## config.mk

```make
export PLATFORM = sky130hd
export DESIGN_NAME = atomrvcore_muldiv_unit_flat
export DESIGN_NICKNAME = d
export VERILOG_FILES = /design/src/rtl/atomrvcore_muldiv_unit_if.sv /design/src/rtl/atomrvcore_muldiv_unit.sv /design/src/flat_wrapper.sv
export SDC_FILE = /design/constraint.sdc
export NUM_CORES = 1
export LEC_CHECK = 0
export CAP_MARGIN = 40
export CORE_MARGIN = 4
export CORE_UTILIZATION = 57
export CTS_BUF_LIST = sky130_fd_sc_hd__clkbuf_2 sky130_fd_sc_hd__clkbuf_4 sky130_fd_sc_hd__clkbuf_8
export CTS_CLUSTER_SIZE = 16
export DETAILED_ROUTE_END_ITERATION = 10
export PLACE_DENSITY = 0.77
export SYNTH_ARGS = -nofsm -noshare
export SYNTH_HDL_FRONTEND = slang
export SYNTH_SLANG_ARGS = --single-unit
```

## constraint.sdc

```tcl
create_clock -name clk_i -period 4.5 [get_ports clk_i]
set_clock_uncertainty 0.15 [all_clocks]
set_input_delay 0.45 -clock clk_i [delete_from_list [all_inputs] [get_ports clk_i]]
set_output_delay 0.45 -clock clk_i [all_outputs]
set_load 0.02 [all_outputs]
```

## src/rtl/atomrvcore_muldiv_unit_if.sv

```systemverilog
// Request/response bundle between the execute stage and the iterative RV32M unit.
// Carries no logic; latency is defined by the unit behind the slave modport.
// Back-pressure: ready_o gates requests, ready_i holds a presented result.
interface atomrvcore_muldiv_unit_if #(
    parameter int DATAWIDTH        = 32,
    parameter int REG_ADRESS_WIDTH = 5
);
    // request side
    logic                        valid_i;
    logic                        ready_o;
    logic [2:0]                  op_i;
    logic [DATAWIDTH-1:0]        operand_A;
    logic [DATAWIDTH-1:0]        operand_B;
    logic [REG_ADRESS_WIDTH-1:0] RD_i;
    logic                        flush_i;

    // response side
    logic                        valid_o;
    logic                        ready_i;
    logic [DATAWIDTH-1:0]        result_o;
    logic [REG_ADRESS_WIDTH-1:0] RD_o;
    logic                        busy_o;

    // pipeline side: issues operations, consumes results
    modport master (
        output valid_i, op_i, operand_A, operand_B, RD_i, flush_i, ready_i,
        input  ready_o, valid_o, result_o, RD_o, busy_o
    );

    // execute unit side
    modport slave (
        input  valid_i, op_i, operand_A, operand_B, RD_i, flush_i, ready_i,
        output ready_o, valid_o, result_o, RD_o, busy_o
    );
endinterface

```

## src/rtl/atomrvcore_muldiv_unit.sv

```systemverilog
// Iterative RV32M multiply/divide unit: radix-2 shift-add multiply, restoring divide.
// Latency: DATAWIDTH+2 edges counting the accept edge; div-by-zero/overflow in 1 edge.
// Back-pressure: ready_o only in IDLE; a result is held in DONE until ready_i, flush squashes.
module atomrvcore_muldiv_unit #(
    parameter int DATAWIDTH        = 32,
    parameter int REG_ADRESS_WIDTH = 5,
    parameter int CNT_WIDTH        = $clog2(DATAWIDTH)
) (
    input logic                     clk_i,
    input logic                     rst_ni,
    atomrvcore_muldiv_unit_if.slave io
);
    localparam int W = DATAWIDTH;
    localparam logic [W-1:0] MOST_NEG = {1'b1, {(W-1){1'b0}}};

    typedef enum logic [1:0] {IDLE, CALC, FIX, DONE} state_t;

    state_t                      state_q;
    logic [CNT_WIDTH-1:0]        cnt_q;
    logic [2:0]                  op_q;
    logic [W-1:0]                mcand_q;     // multiplicand magnitude or divisor magnitude
    logic [2*W-1:0]              acc_q;       // {product hi, multiplier} or {remainder, dividend/quotient}
    logic                        neg_res_q;   // negate product / quotient in FIX
    logic                        neg_rem_q;   // negate remainder in FIX
    logic [W-1:0]                result_q;
    logic [REG_ADRESS_WIDTH-1:0] rd_q;
    logic                        valid_q;
    logic                        busy_q;

    // accept-time decode
    logic         is_div;
    logic         a_signed;
    logic         b_signed;
    logic         a_neg;
    logic         b_neg;
    logic [W-1:0] a_mag;
    logic [W-1:0] b_mag;
    logic         div_zero;
    logic         div_ovf;
    logic         special;
    logic [W-1:0] special_res;

    // one-iteration datapath
    logic [W:0]     mul_sum;
    logic [2*W:0]   mul_ext;
    logic [2*W-1:0] mul_next;
    logic [2*W:0]   div_shl;
    logic [W:0]     div_rem_sh;
    logic [W:0]     div_diff;
    logic [2*W-1:0] div_next;

    // sign correction and result selection
    logic [2*W-1:0] prod_fix;
    logic [W-1:0]   quo_fix;
    logic [W-1:0]   rem_fix;
    logic [W-1:0]   fix_res;

    // Operand signedness, magnitudes and the special cases that bypass iteration
    always_comb begin
        is_div   = io.op_i[2];
        // MULH, MULHSU, DIV, REM take A signed; MULH, DIV, REM take B signed
        a_signed = (io.op_i == 3'b001) || (io.op_i == 3'b010) ||
                   (io.op_i == 3'b100) || (io.op_i == 3'b110);
        b_signed = (io.op_i == 3'b001) || (io.op_i == 3'b100) || (io.op_i == 3'b110);
        a_neg    = a_signed & io.operand_A[W-1];
        b_neg    = b_signed & io.operand_B[W-1];
        // the most-negative value negates to itself, which is its correct unsigned magnitude
        a_mag    = a_neg ? -io.operand_A : io.operand_A;
        b_mag    = b_neg ? -io.operand_B : io.operand_B;

        div_zero = is_div && (io.operand_B == '0);
        div_ovf  = is_div && !io.op_i[0] && (io.operand_A == MOST_NEG) && (io.operand_B == '1);
        special  = div_zero || div_ovf;

        special_res = '0;
        if (div_zero) begin
            special_res = io.op_i[1] ? io.operand_A : '1;
        end else if (div_ovf) begin
            special_res = io.op_i[1] ? '0 : io.operand_A;
        end
    end

    // One radix-2 step of each algorithm; CALC picks the one matching the latched op
    always_comb begin
        // multiply: conditionally add multiplicand into the high half, then shift right
        mul_sum  = {1'b0, acc_q[2*W-1:W]} + {1'b0, mcand_q};
        mul_ext  = acc_q[0] ? {mul_sum, acc_q[W-1:0]} : {1'b0, acc_q};
        mul_next = mul_ext[2*W:1];

        // restoring divide: shift in the next dividend bit, trial-subtract the divisor
        div_shl    = {acc_q, 1'b0};
        div_rem_sh = div_shl[2*W:W];
        div_diff   = div_rem_sh - {1'b0, mcand_q};
        if (!div_diff[W]) begin
            div_next = {div_diff[W-1:0], div_shl[W-1:1], 1'b1};
        end else begin
            div_next = {div_rem_sh[W-1:0], div_shl[W-1:0]};
        end
    end

    // Final sign fix-up and half/quotient/remainder selection
    always_comb begin
        prod_fix = neg_res_q ? -acc_q : acc_q;
        quo_fix  = neg_res_q ? -(acc_q[W-1:0]) : acc_q[W-1:0];
        rem_fix  = neg_rem_q ? -(acc_q[2*W-1:W]) : acc_q[2*W-1:W];
        if (op_q[2]) begin
            fix_res = op_q[1] ? rem_fix : quo_fix;
        end else begin
            fix_res = (op_q[1:0] == 2'b00) ? prod_fix[W-1:0] : prod_fix[2*W-1:W];
        end
    end

    // Control FSM with datapath registers; flush overrides every other transition
    always_ff @(posedge clk_i or negedge rst_ni) begin
        if (!rst_ni) begin
            state_q   <= IDLE;
            cnt_q     <= '0;
            op_q      <= '0;
            mcand_q   <= '0;
            acc_q     <= '0;
            neg_res_q <= 1'b0;
            neg_rem_q <= 1'b0;
            result_q  <= '0;
            rd_q      <= '0;
            valid_q   <= 1'b0;
            busy_q    <= 1'b0;
        end else if (io.flush_i) begin
            state_q <= IDLE;
            valid_q <= 1'b0;
            busy_q  <= 1'b0;
        end else begin
            case (state_q)
                IDLE: begin
                    if (io.valid_i) begin
                        op_q      <= io.op_i;
                        rd_q      <= io.RD_i;
                        cnt_q     <= CNT_WIDTH'(W - 1);
                        mcand_q   <= is_div ? b_mag : a_mag;
                        acc_q     <= {{W{1'b0}}, (is_div ? a_mag : b_mag)};
                        neg_res_q <= a_neg ^ b_neg;
                        neg_rem_q <= a_neg;
                        busy_q    <= 1'b1;
                        if (special) begin
                            result_q <= special_res;
                            valid_q  <= 1'b1;
                            state_q  <= DONE;
                        end else begin
                            state_q  <= CALC;
                        end
                    end
                end
                CALC: begin
                    acc_q <= op_q[2] ? div_next : mul_next;
                    cnt_q <= cnt_q - CNT_WIDTH'(1);
                    if (cnt_q == '0) begin
                        state_q <= FIX;
                    end
                end
                FIX: begin
                    result_q <= fix_res;
                    valid_q  <= 1'b1;
                    state_q  <= DONE;
                end
                DONE: begin
                    if (io.ready_i) begin
                        valid_q <= 1'b0;
                        busy_q  <= 1'b0;
                        state_q <= IDLE;
                    end
                end
                default: begin
                    state_q <= IDLE;
                end
            endcase
        end
    end

    // ready_o decodes state only, so valid_i never reaches it combinationally
    assign io.ready_o  = (state_q == IDLE);
    assign io.valid_o  = valid_q;
    assign io.busy_o   = busy_q;
    assign io.result_o = result_q;
    assign io.RD_o     = rd_q;
endmodule

```

## src/flat_wrapper.sv

```systemverilog
// flat-port wrapper written by rule: the top's interface ports become plain ports
module atomrvcore_muldiv_unit_flat 
#(
    parameter int DATAWIDTH        = 32,
    parameter int REG_ADRESS_WIDTH = 5,
    parameter int CNT_WIDTH        = $clog2(DATAWIDTH)
)
  (clk_i, rst_ni, io_valid_i, io_op_i, io_operand_A, io_operand_B, io_RD_i, io_flush_i, io_ready_i, io_ready_o, io_valid_o, io_result_o, io_RD_o, io_busy_o);
  atomrvcore_muldiv_unit_if #(.DATAWIDTH(DATAWIDTH), .REG_ADRESS_WIDTH(REG_ADRESS_WIDTH)) io_i ();
  input logic clk_i;
  input logic rst_ni;
  input wire logic [$bits(io_i.valid_i)-1:0] io_valid_i;
  input wire logic [$bits(io_i.op_i)-1:0] io_op_i;
  input wire logic [$bits(io_i.operand_A)-1:0] io_operand_A;
  input wire logic [$bits(io_i.operand_B)-1:0] io_operand_B;
  input wire logic [$bits(io_i.RD_i)-1:0] io_RD_i;
  input wire logic [$bits(io_i.flush_i)-1:0] io_flush_i;
  input wire logic [$bits(io_i.ready_i)-1:0] io_ready_i;
  output wire logic [$bits(io_i.ready_o)-1:0] io_ready_o;
  output wire logic [$bits(io_i.valid_o)-1:0] io_valid_o;
  output wire logic [$bits(io_i.result_o)-1:0] io_result_o;
  output wire logic [$bits(io_i.RD_o)-1:0] io_RD_o;
  output wire logic [$bits(io_i.busy_o)-1:0] io_busy_o;
  assign io_i.valid_i = io_valid_i;
  assign io_i.op_i = io_op_i;
  assign io_i.operand_A = io_operand_A;
  assign io_i.operand_B = io_operand_B;
  assign io_i.RD_i = io_RD_i;
  assign io_i.flush_i = io_flush_i;
  assign io_i.ready_i = io_ready_i;
  assign io_ready_o = io_i.ready_o;
  assign io_valid_o = io_i.valid_o;
  assign io_result_o = io_i.result_o;
  assign io_RD_o = io_i.RD_o;
  assign io_busy_o = io_i.busy_o;
  atomrvcore_muldiv_unit #(.DATAWIDTH(DATAWIDTH), .REG_ADRESS_WIDTH(REG_ADRESS_WIDTH), .CNT_WIDTH(CNT_WIDTH)) u_core (.clk_i(clk_i), .rst_ni(rst_ni), .io(io_i));
endmodule
```

### Word-level counts from Yosys, hierarchy flattened

Index checks and enable logic that the tools add are counted.

| operators by class | value |
|---|---|
| add/sub/neg operators | 8 |
| equal/unequal tests | 15 |
| mux-type cells | 38 |
| bitwise logic cells | 4 |
| reductions and logical operators | 25 |

Operators by type and width:

| cell | number |
|---|---|
| 2-to-1 mux 32 bit | 15 |
| 2-to-1 mux 64 bit | 4 |
| negation 32 bit | 4 |
| case mux 64 bit (2 select lines) | 1 |
| 2-to-1 mux 65 bit | 1 |
| == test 32 bit (second input constant) | 2 |
| negation 64 bit | 1 |
| case mux 32 bit (2 select lines) | 1 |
| adder 32 x 32 -> 33 bit | 1 |
| subtractor 33 x 32 -> 33 bit | 1 |
| zero test 32 bit | 1 |
| AND reduction 3 bit | 4 |
| 2-to-1 mux 2 bit | 5 |
| case mux 5 bit (2 select lines) | 1 |
| case mux 2 bit (4 select lines) | 1 |
| AND reduction 4 bit | 2 |
| == test 3 bit (second input constant) | 2 |
| logical OR 1 bit | 6 |
| 2-to-1 mux 1 bit | 6 |
| inequality test 3 x 2 -> 1 bit (second input constant) | 2 |
| inequality test 3 bit (second input constant) | 2 |
| zero test 5 bit | 1 |
| 2-to-1 mux 5 bit | 1 |
| subtractor 5 x 1 -> 5 bit (second input constant) | 1 |
| other kinds (17) | 24 |

| word-level totals | value |
|---|---|
| bits in registers | 147 |
| output and inout bits | 40 |

### Depth between registers and ports, before layout

Gate-level depths: netlist of run 1.

| depth | value |
|---|---|
| depth in word-level cells | 9 |
| depth in mapped cells | 14 |
| gate-level depth less buffers | 13 |

### Worst setup path before layout of run 1

No wires, ideal clock.

| timing | value |
|---|---|
| path type | register to register |
| start point | register u_core.acc_q[31] |
| end point | register u_core.acc_q[56] |
| setup time | 126 ps |
| data arrival time | 3463 ps |
| data required time | 4224 ps |
| slack | 761 ps |
| stages on the path, launching flop included | 15 |
| path buffers | 1 |
| path through | dfrtp_1 > inv_1 > ha_1 > fa_1 > nand2b_1 > a21oi_1 > o2111ai_1 > a31oi_1 > a31oi_1 > o31ai_2 > xor2_2 > buf_4 > mux2i_1 > nor2_1 > a221o_1 |

| between the ends | value |
|---|---|
| cells in the longest elaborated chain, start to end | 4 |

Ends and longest elaborated chain:

| item | line | source |
|---|---|---|
| start, declared | atomrvcore_muldiv_unit.sv:22 | `logic [2*W-1:0] acc_q;` |
| start signal, assigned | atomrvcore_muldiv_unit.sv:139 | `acc_q <= {{W{1'b0}}, (is_div ? a_mag : b_mag)};` |
| start signal, assigned | atomrvcore_muldiv_unit.sv:153 | `acc_q <= op_q[2] ? div_next : mul_next;` |
| subtractor 33 x 32 -> 33 bit | atomrvcore_muldiv_unit.sv:93 | `div_diff = div_rem_sh - {1'b0, mcand_q};` |
| 2-to-1 mux 64 bit | atomrvcore_muldiv_unit.sv:94 | `if (!div_diff[W]) begin` |
| 2-to-1 mux 64 bit | atomrvcore_muldiv_unit.sv:153 |  |
| case mux 64 bit (2 select lines) | atomrvcore_muldiv_unit.sv:132 | `case (state_q)` |

Every way passes these cells.
A chain may end at the register's enable or synchronous reset.

### Worst setup path in the final report of run 1

| timing | value |
|---|---|
| start point | register u_core.acc_q[31] |
| end point | register u_core.acc_q[47] |

Same word-level chain as after synthesis.

==> results of run 1 <==
[per-stage QoR]
step | worst slack [ns] | hold WS (ns)
after floorplan | 0.761 | 0.00441
after global placement | 0.490 | 0.307
after detailed placement | 0.361 | 0.312
after CTS | 0.395 | 0.323
after global routing | 0.120 | 0.343
final | 0.295 | 0.332
[final timing paths]
kind	start	to	slack, ns	cells after the start
worst max-delay path	u_core.acc_q[31]	u_core.acc_q[47]	0.29	14
worst min-delay path	u_core.io.RD_o[3]	u_core.io.RD_o[3]	0.33	2
worst max register to register	u_core.acc_q[31]	u_core.acc_q[47]	0.29	14
worst min register to register	u_core.io.RD_o[3]	u_core.io.RD_o[3]	0.33	2
max in group asynchronous	rst_ni	u_core.acc_q[44]	2.70	3
min in group asynchronous	rst_ni	u_core.io.result_o[30]	0.38	2
[sequential cells by signal (all words and copies together) (netlist names)]
signal              count
u_core.acc_q           64
u_core.cnt_q            5
u_core.io.RD_o          5
u_core.io.busy_o        1
u_core.io.result_o     32
u_core.io.valid_o       1
u_core.mcand_q         32
u_core.neg_rem_q        1
u_core.neg_res_q        1
u_core.op_q             3
u_core.state_q          2
[power groups by stage]
stage	clock network, mW	logic, mW	registers (mW)
floorplan	0	6.74	2.34
global placement	0	9.10	2.65
detailed placement	0	9.27	2.68
CTS	1.11	9.33	2.65
global route	1.16	10.4	2.75
finish	1.11	9.67	2.71
[worst max-delay path, cell delays in order (launching register included)]
cell and delay, ns:
dfrtp_1 0.35, inv_1 0.07, ha_1 0.23, fa_1 0.39, nand2b_1 0.20, a21oi_1 0.30
o2111ai_1 0.25, a31oi_1 0.42, a31oi_1 0.24, o31ai_2 0.43, xor2_4 0.22, buf_12 0.26
mux2i_1 0.23, a22oi_1 0.11, a22o_1 0.22
[kinds of logic (layout without fill, tap and decap cells)]
logic type	count (synthesis)	in the layout	synth area share
AOI/OAI and AO/OA	685	685	0.282
and+or+nand+nor	626	626	0.196
buffers and inverters	215	286	0.0546
xor gates and xnor gates	185	185	0.105
DFF	147	147	0.238
muxes	90	90	0.0608
adders and majority gates	77	77	0.0634
[synthesized netlist by cell type, types with 14 or more instances]
cell type,instances
o211ai_1,14
or4_1,22
or3_1,23
nand3_1,29
inv_1,72
nand2b_1,18
a31oi_1,15
a21o_1,40
ha_1,75
o21ai_0,171
nor4_1,21
clkbuf_1,115
dfrtp_1,147
a211oi_1,44
nor2b_1,17
o21a_1,16
o31ai_1,41
a21oi_1,205
nor3_1,29
nand2_1,214
xor2_1,78
nor2_1,174
xnor2_1,106
mux2_2,31
nand4_1,19
o221ai_1,25
mux2i_1,59
[routing by layer]
metal	part of all wire	wire, µm
met1	0.39	22900
met2	0.42	24800
met3	0.13	7550
met4	0.055	3230
met5	0.00051	30
[area by class of cell]
cell class | instances | area share
well taps | 335 | 0.0241
inverters | 74 | 0.0160
flip-flops and latches | 147 | 0.212
multi-input cells | 1663 | 0.630
repair buffers | 180 | 0.0951
clock buffers | 19 | 0.0147
clock inverters | 13 | 0.00786
[repair_timing]
item	in CTS	in global routing
setup endpoints to repair	0	0
hold buffers	1	0
hold endpoints to repair	82	0
==> impl_metrics.yaml, run 1 <==
route:
  drt_iter0_drc: 2367
  post_drt_wl_per_cell_um: 24.1
  wl_um: 58600
  ant_nets: 0
  route.detailed.drc: 0
  firstDrtPassIters: 8
  dr_total_vias: 16635
  vias_per_cell: 6.84
sta:
  hold_violations: 0
  worstMarginPinSlew_ns: 0.962
  period_share: 0.935
  final_max_slew_viol_count: 0
  setup_tns_ns: 0
  fmax_mhz: 238
  setup_viol: 0
  slew_headroom: 0.355
  rsz0062_at_grt: "false"
  period_needed_ns: 4.21
yosys:
  async_reset_ff_frac: 1.00
  syn_nets: 2179
  ys_types: 82
  yosysTopAreaCellShare: 0.238
  syn_inst: 2025
  synth_seq_cells: 147
  synth.avg_cell_area_um2: 7.63
  syn_area_mm2: 0.0154
  yosys-top-cells-area: "dfrtp_1 24%, a21oi_1 6.6%, ha_1 6.1%"
  yosysWarnings: 0
  synth_top_flop_cell: "dfrtp_1"
  yosysTopAreaCell: "dfrtp_1"
  ys_seq_area_frac: 0.238
  synth-edff-count: 0
floorplan:
  initial_utilization: 0.586
  dieArea_mm2: 0.0298
  boundaryPins: 117
  core_mm2: 0.0264
  dieHeight_um: 173
  rows: 59
  die_x_um: 173
pwr:
  power_mw: 13.5
  clock_power_share: 0.082
  switching_share: 0.552
  power.share.sequential: 0.201
  p_leak_nw: 7.28
  power_switching_mw: 7.44
  ir_drop_mv: 0.507
  p_int_mw: 6.05
  comb_power_share: 0.717
  power.density_mw_per_mm2: 777
place:
  gp_congestion: 1.14
  io_buffers: 116
  placed_area_mm2: 0.0170
  dpl.hpwl_um: 44700
  dp.cells: 2397
layout:
  nets: 2237
  final_cell_mix: "213 x nand2_1, 205 x a21oi_1, 173 x nor2_1"
  regArea_mm2: 0.00368
  layout_commonest_cell: "nand2_1"
  insertedDiodeCount: 0
  syn_to_final_growth_pct: 12.4
  fillers: 2298
  stdcell_count: 2431
  postLayoutCellArea_mm2: 0.0174
  utilization: 0.659
  multi_input_area_mm2: 0.0109
  layout-drive-gt1-share: 0.0792
cts:
  post-cts-setup-buffer-count: 0
  cts.sinks: 147
  ctsLongestPathBuffers: 2
  clock_latency_ns: 0.49
  cts_root_buf: "clkbuf_8"
  cts_tree: "yes"
  clk_pin_slew_ns: 0.10
  cts-resized-gates: 0
  h-tree-depth: 4
  cts_buffers: 17
worst_setup_path:
  cp.arrival_ns: 4.42
  crit_path_max_fanout: 35
  endpoint_kind: "flip-flop"
  crit_type: "flip-flop to flip-flop"
  worstPathRequired_ns: 4.71
  start_kind: "flip-flop"
grt:
  grtUsageMet2: 0.568
  grt_pass1_wl_um: 89200
  overflow: 0
  grt_use_met3: 0.117
  antenna_found_initial: 3
  busiest_layer: "met2"
  first_global_vias: 15391
  grt_max_degree: 97
  use_met1: 0.501
  track_usage: 0.377
hold_path:
  hold_class: "flip-flop to flip-flop"
job:
  drv_cap: 0
status:
  outcome: "completed"
No activity file was read; power rests on OpenSTA's default activity.
==> run 2: changes to the inputs <==
--- a/config.mk
+++ b/config.mk
@@ -5,10 +5,8 @@
 export SDC_FILE = /design/constraint.sdc
 export NUM_CORES = 1
 export LEC_CHECK = 0
-export CAP_MARGIN = 40
 export CORE_MARGIN = 4
 export CORE_UTILIZATION = 57
-export CTS_BUF_LIST = sky130_fd_sc_hd__clkbuf_2 sky130_fd_sc_hd__clkbuf_4 sky130_fd_sc_hd__clkbuf_8
 export CTS_CLUSTER_SIZE = 16
 export DETAILED_ROUTE_END_ITERATION = 10
 export PLACE_DENSITY = 0.77
==> run 2 against run 1 <==
Against the previous run: combinational power about the same; clock-buffer cell count unchanged; clock power rose by 32%; wire length is essentially flat; largest cell class unchanged; critical endpoint unchanged; hold slack got worse by 0.0073 ns; non-clock buffer count down 1; power is 2.8% higher; highest routed layer unchanged; critical path depth unchanged; global-route usage grew 0.11 points; core utilization grew 0.69 points.
==> impl_metrics.yaml, run 2 (synthesized netlist as in run 1, its figures left out) <==
status:
  outcome: "completed"
layout:
  syn_to_final_growth_pct: 13.6
  nets: 2236
  insertedDiodeCount: 0
  layout-drive-gt1-share: 0.0783
  regArea_mm2: 0.00368
  regMostFlops: "u_core.acc_q"
  layout_commonest_cell: "nand2_1"
  final_cell_mix: "213 x nand2_1, 205 x a21oi_1, 173 x nor2_1"
  fillers: 2268
  largest_reg_flops: 64
  multi_input_area_mm2: 0.0109
sta:
  fin_hold_ws_ns: 0.325
  setup_viol: 0
  period_needed_ns: 4.21
  slew_headroom: 0.329
  period_share: 0.934
  final_max_slew_viol_count: 0
  fmax_mhz: 238
  setup_tns_ns: 0
  hold_violations: 0
  rsz0062_at_grt: "false"
  worstMarginPinSlew_ns: 1.01
floorplan:
  dieHeight_um: 173
  dieArea_mm2: 0.0298
  die_x_um: 173
  initial_utilization: 0.586
  boundaryPins: 117
  rows: 59
  core_mm2: 0.0264
worst_setup_path:
  rr_worst_depth: 14
  crit_type: "flip-flop to flip-flop"
  r2r_slack_ns: 0.29
  reg2reg_to: "u_core.acc_q[47]"
  crit_path_max_fanout: 35
  worstPathRequired_ns: 4.68
  cp.arrival_ns: 4.38
  r2r_start: "u_core.acc_q[31]"
  start_kind: "flip-flop"
  endpoint_kind: "flip-flop"
route:
  ant_nets: 0
  firstDrtPassIters: 8
  route.detailed.drc: 0
  post_drt_wl_per_cell_um: 24.1
  vias_per_cell: 6.84
  dr_total_vias: 16623
  drt_iter0_drc: 2379
  wl_um: 58600
cts:
  clk_pin_slew_ns: 0.07
  h-tree-depth: 4
  cts-resized-gates: 0
  holdBufCountCts: 1
  clock_latency_ns: 0.44
  cts_root_buf: "clkbuf_16"
  cts.sinks: 147
  post-cts-setup-buffer-count: 0
  cts_tree: "yes"
  cts_buffers: 17
  ctsLongestPathBuffers: 2
place:
  gp_congestion: 1.14
  dpl.hpwl_um: 44700
  io_buffers: 116
pwr:
  power_mw: 13.9
  power.density_mw_per_mm2: 791
  p_leak_nw: 7.36
  ir_drop_mv: 0.529
grt:
  antenna_found_initial: 5
  track_usage: 0.378
  grt_pass1_wl_um: 89700
  overflow: 0
  first_global_vias: 15441
  grt_max_degree: 97
hold_path:
  hold_class: "flip-flop to flip-flop"
  worstHoldEndpoint: "u_core.io.RD_o[3]"
  min_from: "u_core.io.RD_o[3]"
  hold_depth: 2
job:
  drv_cap: 0
==> run 2: cell types whose count changed in the layout (fill, tap and decap cells not counted) <==
| cell | previous run | this run |
|---|---|---|
| clkbuf_16 | 0 | 17 |
| clkbuf_4 | 1 | 0 |
| clkbuf_1 | 0 | 1 |
| clkbuf_8 | 18 | 1 |
| buf_2 | 2 | 1 |
==> run 2: critical path, stage by stage, from the launching register on <==
cell and delay [ns]:
dfrtp_1 0.34, inv_1 0.07, ha_1 0.23, fa_1 0.39, nand2b_1 0.21, a21oi_1 0.31
o2111ai_1 0.27, a31oi_1 0.41, a31oi_1 0.23, o31ai_2 0.43, xor2_4 0.21, buf_12 0.24
mux2i_1 0.24, a22oi_1 0.11, a22o_1 0.22
==> run 2: report_power, final <==
part / leakage, nW / switching (mW) / total, mW / internal (mW)
sequential: 1.86 / 0.882 / 2.71 / 1.83
clock: 0.275 / 0.680 / 1.47 / 0.794
combinational: 5.23 / 5.94 / 9.68 / 3.75
==> run 2: per-stage QoR <==
stage	instances	setup slack (ns)	utilization	cell area, µm²
CTS	2430	0.384	0.666	17500
global placement	2397	0.490	0.643	17000
floorplan	2025	0.761	-	15400
finish	2430	0.295	0.666	17500
global route	2430	0.0853	0.666	17500
detailed placement	2397	0.361	0.643	17000
==> run 2: cell type report <==
cell class / count / share of cell area
Timing Repair Buffer: 179 / 0.0938
Sequential cell: 147 / 0.210
Clock inverter: 13 / 0.00777
Multi-Input combinational cell: 1663 / 0.624
Clock buffer: 19 / 0.0252
Inverter: 74 / 0.0158
Tap cell: 335 / 0.0239
==> run 2: per-layer routing <==
layer  up-vias  part of all wire  global-route usage
met2      1123              0.42               0.571
li1       7490                 -                   -
met5         -           0.00087                   0
met4         8             0.054               0.168
met1      7791              0.39               0.501
met3       211              0.13               0.117
==> run 2: worst max-delay path by stage <==
stage / startpoint / end / cells after the start
floorplan: u_core.acc_q[31] / u_core.acc_q[56] / 14
global placement: io_operand_B[8] / u_core.io.result_o[28] / 11
detailed placement: io_operand_B[8] / u_core.io.result_o[17] / 11
CTS: u_core.acc_q[31] / u_core.acc_q[56] / 14
global route: u_core.acc_q[31] / u_core.acc_q[47] / 14
finish: u_core.acc_q[31] / u_core.acc_q[47] / 14
